## config.mk

```make
export PLATFORM = sky130hd
export DESIGN_NAME = hms_timer_bank
export DESIGN_NICKNAME = d
export VERILOG_FILES = /design/src/rtl/hms_timer_bank.sv
export SDC_FILE = /design/constraint.sdc
export NUM_CORES = 1
export LEC_CHECK = 0
export CAP_MARGIN = 30
export CORE_MARGIN = 1
export CORE_UTILIZATION = 38
export DETAILED_ROUTE_END_ITERATION = 8
export GPL_TIMING_DRIVEN = 0
export HOLD_SLACK_MARGIN = 0.12
export SETUP_SLACK_MARGIN = 0.02
export SYNTH_ARGS = -nofsm -noshare
export SYNTH_HDL_FRONTEND = slang
export SYNTH_HIERARCHICAL = 1
export SYNTH_SLANG_ARGS = --single-unit
export TNS_END_PERCENT = 30
```

## constraint.sdc

```tcl
create_clock -name clk -period 2.7 [get_ports clk]
set_input_delay 0.54 -clock clk [delete_from_list [all_inputs] [get_ports clk]]
set_output_delay 0.54 -clock clk [all_outputs]
set_load 0.005 [all_outputs]
```

## src/rtl/hms_timer_bank.sv

```systemverilog
// Multi-channel hour/min/sec/centisecond timer bank sharing one tick prescaler.
// Each channel is an hms_timer_ch instance; reads go through a channel-select mux.

module hms_timer_ch #(
  parameter int HOUR_MAX = 24
) (
  input  logic        clk,
  input  logic        reset,
  input  logic        i_tick,
  input  logic        i_run_stop,
  input  logic        i_clear,
  input  logic        i_mode,
  input  logic        i_stop_at_zero,
  input  logic        i_adj_up,
  input  logic        i_adj_dn,
  input  logic [1:0]  i_adj_field,
  input  logic        i_lap,
  output logic [23:0] o_time,
  output logic [23:0] o_lap,
  output logic        o_running,
  output logic        o_done
);
  typedef struct packed {
    logic [4:0] hr;
    logic [5:0] mn;
    logic [5:0] sc;
    logic [6:0] cs;
  } hms_t;

  localparam logic [4:0] HR_TOP = 5'(HOUR_MAX - 1);

  hms_t r_time, r_lap, w_nt, w_nl, w_dec;
  logic r_running, r_done, w_nr, w_nd;

  function automatic hms_t f_up(input hms_t t);
    hms_t n = t;
    if (t.cs != 7'd99) n.cs = t.cs + 7'd1;
    else begin
      n.cs = '0;
      if (t.sc != 6'd59) n.sc = t.sc + 6'd1;
      else begin
        n.sc = '0;
        if (t.mn != 6'd59) n.mn = t.mn + 6'd1;
        else begin
          n.mn = '0;
          n.hr = (t.hr == HR_TOP) ? 5'd0 : t.hr + 5'd1;
        end
      end
    end
    return n;
  endfunction

  function automatic hms_t f_dn(input hms_t t);
    hms_t n = t;
    if (t.cs != 7'd0) n.cs = t.cs - 7'd1;
    else begin
      n.cs = 7'd99;
      if (t.sc != 6'd0) n.sc = t.sc - 6'd1;
      else begin
        n.sc = 6'd59;
        if (t.mn != 6'd0) n.mn = t.mn - 6'd1;
        else begin
          n.mn = 6'd59;
          n.hr = (t.hr == 5'd0) ? HR_TOP : t.hr - 5'd1;
        end
      end
    end
    return n;
  endfunction

  // Field adjust wraps inside the field only; neighbours never see a carry.
  function automatic hms_t f_adj(input hms_t t, input logic [1:0] fld, input logic up);
    hms_t n = t;
    unique case (fld)
      2'd0: n.cs = up ? ((t.cs == 7'd99) ? 7'd0 : t.cs + 7'd1)
                      : ((t.cs == 7'd0) ? 7'd99 : t.cs - 7'd1);
      2'd1: n.sc = up ? ((t.sc == 6'd59) ? 6'd0 : t.sc + 6'd1)
                      : ((t.sc == 6'd0) ? 6'd59 : t.sc - 6'd1);
      2'd2: n.mn = up ? ((t.mn == 6'd59) ? 6'd0 : t.mn + 6'd1)
                      : ((t.mn == 6'd0) ? 6'd59 : t.mn - 6'd1);
      default: n.hr = up ? ((t.hr == HR_TOP) ? 5'd0 : t.hr + 5'd1)
                         : ((t.hr == 5'd0) ? HR_TOP : t.hr - 5'd1);
    endcase
    return n;
  endfunction

  always_comb begin
    w_nt  = r_time;
    w_nl  = r_lap;
    w_nr  = r_running;
    w_nd  = r_done;
    w_dec = f_dn(r_time);
    if (i_clear) begin
      w_nt = '0;
      w_nl = '0;
      w_nr = 1'b0;
      w_nd = 1'b0;
    end else begin
      if (i_lap) w_nl = r_time;
      if (i_adj_up || i_adj_dn) begin
        w_nt = f_adj(r_time, i_adj_field, i_adj_up);
      end else begin
        // Tick uses the pre-toggle run state, so a stop on a tick still counts.
        if (r_running && i_tick) begin
          if (!i_mode) w_nt = f_up(r_time);
          else if (!i_stop_at_zero) w_nt = w_dec;
          else if (r_time == '0 || w_dec == '0) begin
            w_nt = '0;
            w_nr = 1'b0;
            w_nd = 1'b1;
          end else w_nt = w_dec;
        end
        if (i_run_stop) begin
          w_nr = ~r_running;
          if (!r_running) w_nd = 1'b0;
        end
      end
    end
  end

  always_ff @(posedge clk or negedge reset) begin
    if (!reset) begin
      r_time    <= '0;
      r_lap     <= '0;
      r_running <= 1'b0;
      r_done    <= 1'b0;
    end else begin
      r_time    <= w_nt;
      r_lap     <= w_nl;
      r_running <= w_nr;
      r_done    <= w_nd;
    end
  end

  assign o_time    = r_time;
  assign o_lap     = r_lap;
  assign o_running = r_running;
  assign o_done    = r_done;
endmodule

module hms_timer_bank #(
  parameter int CLK_HZ   = 100_000_000,
  parameter int TICK_HZ  = 100,
  parameter int N_CH     = 2,
  parameter int HOUR_MAX = 24,
  localparam int CH_W    = (N_CH > 1) ? $clog2(N_CH) : 1
) (
  input  logic            clk,
  input  logic            reset,
  input  logic [N_CH-1:0] i_run_stop,
  input  logic [N_CH-1:0] i_clear,
  input  logic [N_CH-1:0] i_mode,
  input  logic [N_CH-1:0] i_stop_at_zero,
  input  logic [N_CH-1:0] i_adj_up,
  input  logic [N_CH-1:0] i_adj_dn,
  input  logic [1:0]      i_adj_field,
  input  logic [N_CH-1:0] i_lap,
  input  logic [CH_W-1:0] i_rd_sel,
  output logic [23:0]     o_time,
  output logic [23:0]     o_lap,
  output logic [N_CH-1:0] o_running,
  output logic [N_CH-1:0] o_done,
  output logic            o_tick
);
  localparam int DIV   = CLK_HZ / TICK_HZ;
  localparam int DIV_W = $clog2(DIV);
  localparam logic [DIV_W-1:0] DIV_TOP = DIV_W'(DIV - 1);

  logic [DIV_W-1:0]          r_div;
  logic                      r_tick;
  logic [N_CH-1:0][23:0]     w_time;
  logic [N_CH-1:0][23:0]     w_lap;

  always_ff @(posedge clk or negedge reset) begin
    if (!reset) begin
      r_div  <= '0;
      r_tick <= 1'b0;
    end else begin
      r_tick <= (r_div == DIV_TOP);
      r_div  <= (r_div == DIV_TOP) ? '0 : r_div + DIV_W'(1);
    end
  end

  assign o_tick = r_tick;

  for (genvar g = 0; g < N_CH; g++) begin : g_ch
    hms_timer_ch #(.HOUR_MAX(HOUR_MAX)) u_ch (
      .clk           (clk),
      .reset         (reset),
      .i_tick        (r_tick),
      .i_run_stop    (i_run_stop[g]),
      .i_clear       (i_clear[g]),
      .i_mode        (i_mode[g]),
      .i_stop_at_zero(i_stop_at_zero[g]),
      .i_adj_up      (i_adj_up[g]),
      .i_adj_dn      (i_adj_dn[g]),
      .i_adj_field   (i_adj_field),
      .i_lap         (i_lap[g]),
      .o_time        (w_time[g]),
      .o_lap         (w_lap[g]),
      .o_running     (o_running[g]),
      .o_done        (o_done[g])
    );
  end

  // Unmatched select leaves the defaults, so out-of-range channels read as 0.
  always_comb begin
    o_time = '0;
    o_lap  = '0;
    for (int c = 0; c < N_CH; c++) begin
      if (i_rd_sel == CH_W'(c)) begin
        o_time = w_time[c];
        o_lap  = w_lap[c];
      end
    end
  end
endmodule

```

==> flow_metrics.tcl, run 1 <==
set metrics [dict create \
    globalplace.congestion 0.9587 \
    dieHeight_um 164.4 \
    highest_ir_drop_seen_on_vdd_mv 0.4265 \
    power_frac_clock_pct 21.8 \
    synth.top_cells.by_count "160 x sky130_fd_sc_hd__nor2_1, 121 x sky130_fd_sc_hd__dfrtp_1, 84 x sky130_fd_sc_hd__nand2_1" \
    drv_slew 0 \
    synth_cell_type_count 89 \
    grt_use_total_pct 27.59 \
    endpoint_kind "flip-flop" \
    number_of_placement_rows 59 \
    violations "setup timing" \
    max_cap_violations 0 \
    proportion_of_synthesized_flip_flops_having_asynchronous_set_or_reset_pct 100.0 \
    area_delta_synth_final_pct 31.35 \
    drc 0 \
    final-hold-violation-count 0 \
    drtAntennaViolNets 0 \
    postSynthRegisterBits 121 \
    seq_power_share_pct 22.4 \
    path_category_of_the_worst_min_delay_check "flip-flop to flip-flop" \
    synth_area_per_cell_sq_um 8.198 \
    grt-ovfl-total 0 \
    slew_headroom_pct 31.05 \
    core_region_area_sq_um 25980 \
    report.final.setup_viol 17 \
    detail_route.vias_per_cell 6.143 \
    rsz0062_at_grt "yes" \
    share_of_post_route_cells_with_drive_strength_above_1_pct 24.32 \
    detailed_place_hpwl_um 26030 \
    cts_tree "yes" \
    h-tree-depth 4 \
    design.die.area_sq_um 27020 \
    clk_root_buffer_cell "sky130_fd_sc_hd__clkbuf_16" \
    static-leakage-power_nw 5.375 \
    final_nets 1429 \
    outcome "complete, but fails checks" \
    post-synth-top-count-cell "sky130_fd_sc_hd__nor2_1" \
    dpl-instance-area_sq_um 11120 \
    netlist.area_leader.share_pct 30.22 \
    antenna_found_initial 0 \
    grt_first_pass_wirelength_um 56630 \
    post-route-period-util_pct 106.5 \
    cell_internal_pwr_mw 6.394 \
    worst-endpoint-required_ns 2.97 \
    diodes 0 \
    floorplan.io_pins 72 \
    synth_enable_flop_cells 0 \
    cts.clk_slew.worst_paths_ns 0.06 \
    yosysWarnings 6 \
    synth_cells 1222 \
    crit_path_start_kind "flip-flop" \
    max_freq_mhz 347.6 \
    part_of_the_yosys_area_used_for_sequential_elements_pct 30.22 \
    detailedRoute.firstPassIterationCount 5 \
    hold_slack_ns 0.5092 \
    first_global_vias 9881 \
    timing.setup.critical_path_class "flip-flop to flip-flop" \
    worst-slew-pin-transition_ns 1.030 \
    grt_start_max_net_pins 91 \
    detail_route.iter0.violations 1042 \
    dr_total_vias 10670 \
    io_buffer_count 63 \
    synthesis.nets 1262 \
    pwr-share-comb_pct 55.8 \
    post_drt_wl_per_cell_um 21.50 \
    mappedNetlistArea_sq_um 10020 \
    worstPathMaxFanout 3 \
    numCtsBuffers 17 \
    clock_latency_ns 0.43 \
    synth_top_flop_cell "sky130_fd_sc_hd__dfrtp_1" \
    fin_skew_ns 0.01332 \
    p_sw_share_pct 42.68 \
    die_w_um 164.4 \
    floorplan.initialDensity_pct 38.55 \
    routed_wl_um 37340 \
    power_per_cell_area_nw_per_um2 847.6 \
    netSwitchingPower_mw 4.760 \
    cp_data_arrival_time_ns 3.15 \
    finalCriticalPeriod_ns 2.877 \
    netlist_top_cells_area "sky130_fd_sc_hd__dfrtp_1 30%, sky130_fd_sc_hd__nor2_1 6.0%, sky130_fd_sc_hd__mux2i_1 5.6%" \
    layout.cell_area.non_filler_sq_um 13160 \
    yosys.area.top_type "sky130_fd_sc_hd__dfrtp_1" \
    numClockSinks 121 \
    setup_slack_ns -0.1767 \
    max-clock-path-buffers 2 \
]
[metrics by stage]
stage	util, %	power [mW]	TNS [ns]	worst slack (ns)	instances
3_3_place_gp	42.67	7.041	-517.61	-4.026	1620
3_5_place_dp	42.78	7.079	-33.08	-1.109	1621
5_1_grt	50.64	11.73	-3.525	-0.2381	1737
4_1_cts	48.15	10.33	-0.9813	-0.1462	1695
6_report	50.64	11.15	-1.735	-0.1767	1737
2_1_floorplan	-	5.592	-0.004447	-0.004447	1222
[sequential cells by signal, indices dropped and copies added (netlist names)]
signal               cells
g_ch.u_ch/o_done         2
g_ch.u_ch/o_running      2
g_ch.u_ch/o_lap         48
r_div                   20
o_tick                   1
g_ch.u_ch/o_time        48
[what timing repair did]
action,CTS,global route
pin swaps,35,35
gates resized for setup,112,99
hold endpoints to repair,31,0
endpoints found under the setup margin,60,46
setup buffers,42,47
hold buffers,1,0
[placed cells by master (no fill, tap or decap), types with 23 or more instances in the layout]
cell,count
sky130_fd_sc_hd__a21oi_1,68
sky130_fd_sc_hd__a31oi_1,23
sky130_fd_sc_hd__buf_4,80
sky130_fd_sc_hd__clkbuf_1,48
sky130_fd_sc_hd__clkdlybuf4s50_1,62
sky130_fd_sc_hd__dfrtp_1,107
sky130_fd_sc_hd__inv_1,32
sky130_fd_sc_hd__mux2_2,48
sky130_fd_sc_hd__mux2i_1,56
sky130_fd_sc_hd__nand2_1,80
sky130_fd_sc_hd__nand3_1,33
sky130_fd_sc_hd__nor2_1,156
sky130_fd_sc_hd__nor3_1,29
sky130_fd_sc_hd__o21ai_0,74
[kinds of logic (layout without fill, tap and decap cells)]
kind of cell,Yosys count,count (layout),synth area share (%)
simple gates,451,451,23.63
compound gates,344,344,23.24
buf+inv,141,321,5.770
flops,121,121,30.22
mux,105,105,11.10
xor+xnor,39,39,3.409
fa+ha+maj,21,21,2.623
[worst paths after layout]
check,slack (ns),from,endpoint,cells past startpoint
worst max register to register,-0.18,g_ch[0].u_ch/o_time[7],g_ch[0].u_ch/o_running,13
max in group asynchronous,1.35,reset,g_ch[0].u_ch/o_time[14],3
worst max-delay path,-0.18,g_ch[0].u_ch/o_time[7],g_ch[0].u_ch/o_running,13
min in group asynchronous,0.56,reset,g_ch[0].u_ch/o_time[2],2
worst min register to register,0.51,r_div[0],r_div[0],1
worst min-delay path,0.51,r_div[0],r_div[0],1
[area by class of cell]
cell class,instances,area (sq um)
timing repair buffer,152,1390
buffer,97,523.0
clock buffer,18,439.2
fill,2424,12830
multi-input combinational,960,7012
inverter,40,160.2
tap,335,419.2
sequential,121,3045
clock inverter,14,170.2
[metal layers]
metal / up-vias / track usage, % / routed length, um
met5: - / 0 / 0
met4: 0 / 10.09 / 1159
met3: 79 / 4.822 / 2946
met2: 521 / 42.29 / 16490
met1: 5207 / 38.71 / 16740
li1: 4863 / - / -
[power by group through the flow]
stage                     sequential (mW)  clock, mW  combinational [mW]
after global placement               2.50          0                4.54
after floorplan                      2.33          0                3.27
after global routing                 2.52       2.56                6.65
final                                2.49       2.43                6.23
after CTS                            2.48       2.48                5.38
after detailed placement             2.51          0                4.57
[critical path, stage by stage (launching register included)]
cell	delay, ns
sky130_fd_sc_hd__dfrtp_1	0.39
sky130_fd_sc_hd__clkbuf_8	0.16
sky130_fd_sc_hd__inv_6	0.05
sky130_fd_sc_hd__ha_4	0.13
sky130_fd_sc_hd__nor3b_4	0.29
sky130_fd_sc_hd__buf_12	0.15
sky130_fd_sc_hd__nand4_4	0.11
sky130_fd_sc_hd__o41ai_4	0.37
sky130_fd_sc_hd__o31ai_4	0.15
sky130_fd_sc_hd__nor4_4	0.29
sky130_fd_sc_hd__buf_4	0.16
sky130_fd_sc_hd__a21oi_2	0.06
sky130_fd_sc_hd__nor4_4	0.29
sky130_fd_sc_hd__o41ai_2	0.12
Power figures use the tool's default switching activity.
==> run 2: changes to the inputs <==
--- a/config.mk
+++ b/config.mk
@@ -12,6 +12,7 @@
 export GPL_TIMING_DRIVEN = 0
 export HOLD_SLACK_MARGIN = 0.12
 export SETUP_SLACK_MARGIN = 0.02
+export SKIP_LAST_GASP = 1
 export SYNTH_ARGS = -nofsm -noshare
 export SYNTH_HDL_FRONTEND = slang
 export SYNTH_HIERARCHICAL = 1
==> run 2 against run 1 <==
The flow still finishes with violations (setup timing). Register-to-register slack better by 0.08 ns. Count of clock-buffer cells in the layout unchanged. Sequential share of layout area grew 0.16 points. Critical path type is now input pin to flip-flop. Largest power group unchanged.
==> flow_metrics.tcl, run 2 (same netlist as run 1, synthesis figures left out) <==
set metrics [dict create \
    antenna_found_initial 0 \
    slew_headroom_pct 32.67 \
    report.final.setup_viol 31 \
    peak_per_stage_delay_on_the_critical_path_ns 0.55 \
    static-leakage-power_nw 5.304 \
    setup_tns_ns -1.494 \
    rsz0062_at_grt "yes" \
    dpl-instance-area_sq_um 11120 \
    timing.setup.critical_path_class "input pin to flip-flop" \
    finalCriticalPeriod_ns 2.813 \
    floorplan.io_pins 72 \
    number_of_placement_rows 59 \
    numCtsBuffers 17 \
    core_region_area_sq_um 25980 \
    cp_cell_sequence "clkbuf_1 > inv_1 > a21oi_1 > clkbuf_1 > inv_1 > a211oi_1 > a221oi_1" \
    drtAntennaViolNets 0 \
    design.die.area_sq_um 27020 \
    area_delta_synth_final_pct 30.32 \
    max_freq_mhz 355.5 \
    post-route-period-util_pct 104.2 \
    final_core_utilization_pct 50.25 \
    grt_first_pass_wirelength_um 56620 \
    violations "setup timing" \
    io_buffer_count 63 \
    cts.clk_slew.worst_paths_ns 0.06 \
    layout.cell_area.non_filler_sq_um 13060 \
    mostFrequentLayoutCell "sky130_fd_sc_hd__nor2_1" \
    highest_ir_drop_seen_on_vdd_mv 0.4271 \
    detailedRoute.firstPassIterationCount 7 \
    layout_filler_cell_count 2451 \
    worst-endpoint-required_ns 2.95 \
    reg2reg_slack_ns -0.10 \
    h-tree-depth 4 \
    max-clock-path-buffers 2 \
    detail_route.vias_per_cell 6.160 \
    first_global_vias 9858 \
    dr_total_vias 10680 \
    cp_data_arrival_time_ns 3.06 \
    path_category_of_the_worst_min_delay_check "flip-flop to flip-flop" \
    routed_wl_um 37200 \
    cts_tree "yes" \
    worstPathMaxFanout 10 \
    power_per_cell_area_nw_per_um2 840.9 \
    globalplace.congestion 0.9587 \
    cp.buffers_inverters 4 \
    grt_start_max_net_pins 91 \
    grt-ovfl-total 0 \
    fin_skew_ns 0.01449 \
    floorplan.initialDensity_pct 38.55 \
    detailed_place_hpwl_um 26030 \
    post_drt_wl_per_cell_um 21.47 \
    critical_path.slowest_cell "sky130_fd_sc_hd__clkbuf_1" \
    diodes 0 \
    setup_slack_ns -0.1127 \
    crit_path_start_kind "input pin" \
    clk_root_buffer_cell "sky130_fd_sc_hd__clkbuf_16" \
    die_w_um 164.4 \
    worst-slew-pin-transition_ns 1.006 \
    grt_use_total_pct 27.59 \
    detail_route.iter0.violations 1091 \
    final-hold-violation-count 0 \
    max_cap_violations 0 \
    outcome "complete, but fails checks" \
    dieHeight_um 164.4 \
    share_of_post_route_cells_with_drive_strength_above_1_pct 23.39 \
    drv_slew 0 \
    drc 0 \
    cpLargestDelayFamily "buffers and inverters" \
    layout_common_cells "156 x sky130_fd_sc_hd__nor2_1, 109 x sky130_fd_sc_hd__dfrtp_1, 80 x sky130_fd_sc_hd__nand2_1" \
    endpoint_kind "flip-flop" \
    final_nets 1425 \
    clock_latency_ns 0.42 \
    numClockSinks 121 \
]
run 2: cell count changes in the layout (fill, tap and decap cells not counted), sizes merged:
cell / previous run / this run
clkbuf: 77 / 79
buf: 127 / 121
run 2: metal layers:
layer / wire, um / global-route usage (%)
met3: 3027 / 4.972
met2: 16340 / 42.23
met5: 0 / 0
met1: 16660 / 38.56
met4: 1177 / 10.34
run 2: metrics by stage:
stage / cells / worst slack (ns) / total power [mW] / hold WS [ns]
after global routing: 1733 / -0.1573 / 11.54 / 0.5378
after CTS: 1695 / -0.2677 / 10.30 / 0.5116
final: 1733 / -0.1127 / 10.98 / 0.5092
after detailed placement: 1621 / -1.109 / 7.079 / 0.4505
after global placement: 1620 / -4.026 / 7.041 / 0.4947
after floorplan: 1222 / -0.004447 / 5.592 / 0.2444
run 2: path summary, 6_finish.rpt:
| path | startpoint | to | cells after the start |
|---|---|---|---|
| max | i_mode[0] | g_ch[0].u_ch/o_time[14] | 7 |
| min | r_div[0] | r_div[0] | 1 |
| max in group asynchronous | reset | g_ch[0].u_ch/o_time[14] | 3 |
| min in group asynchronous | reset | g_ch[0].u_ch/o_time[2] | 2 |
| max reg2reg | g_ch[1].u_ch/o_time[5] | g_ch[1].u_ch/o_time[2] | 10 |
| min reg2reg | r_div[0] | r_div[0] | 1 |
run 2: power by group:
group	total [mW]	internal, mW	switching [mW]
Clock	2.44	1.48	0.956
Sequential	2.46	2.10	0.359
Combinational	6.08	2.69	3.39
run 2: what timing repair did:
item	4_1_cts	5_1_grt
gates cloned	0	0
pin swaps	32	28
setup endpoints to repair	60	69
buffers inserted	42	42
hold buffers	1	0
resized for setup	97	90
hold endpoints to repair	31	0
run 2: cell type report:
cell class                 count  area, sq um  share of cell area, %
buffer                        98        508.0                  3.891
clock buffer                  18        439.2                  3.364
clock inverter                14        170.2                  1.303
inverter                      40        157.7                  1.207
multi-input combinational    960         6974                  53.42
sequential                   121         3043                  23.31
tap                          335        419.2                  3.210
timing repair buffer         147         1345                  10.30
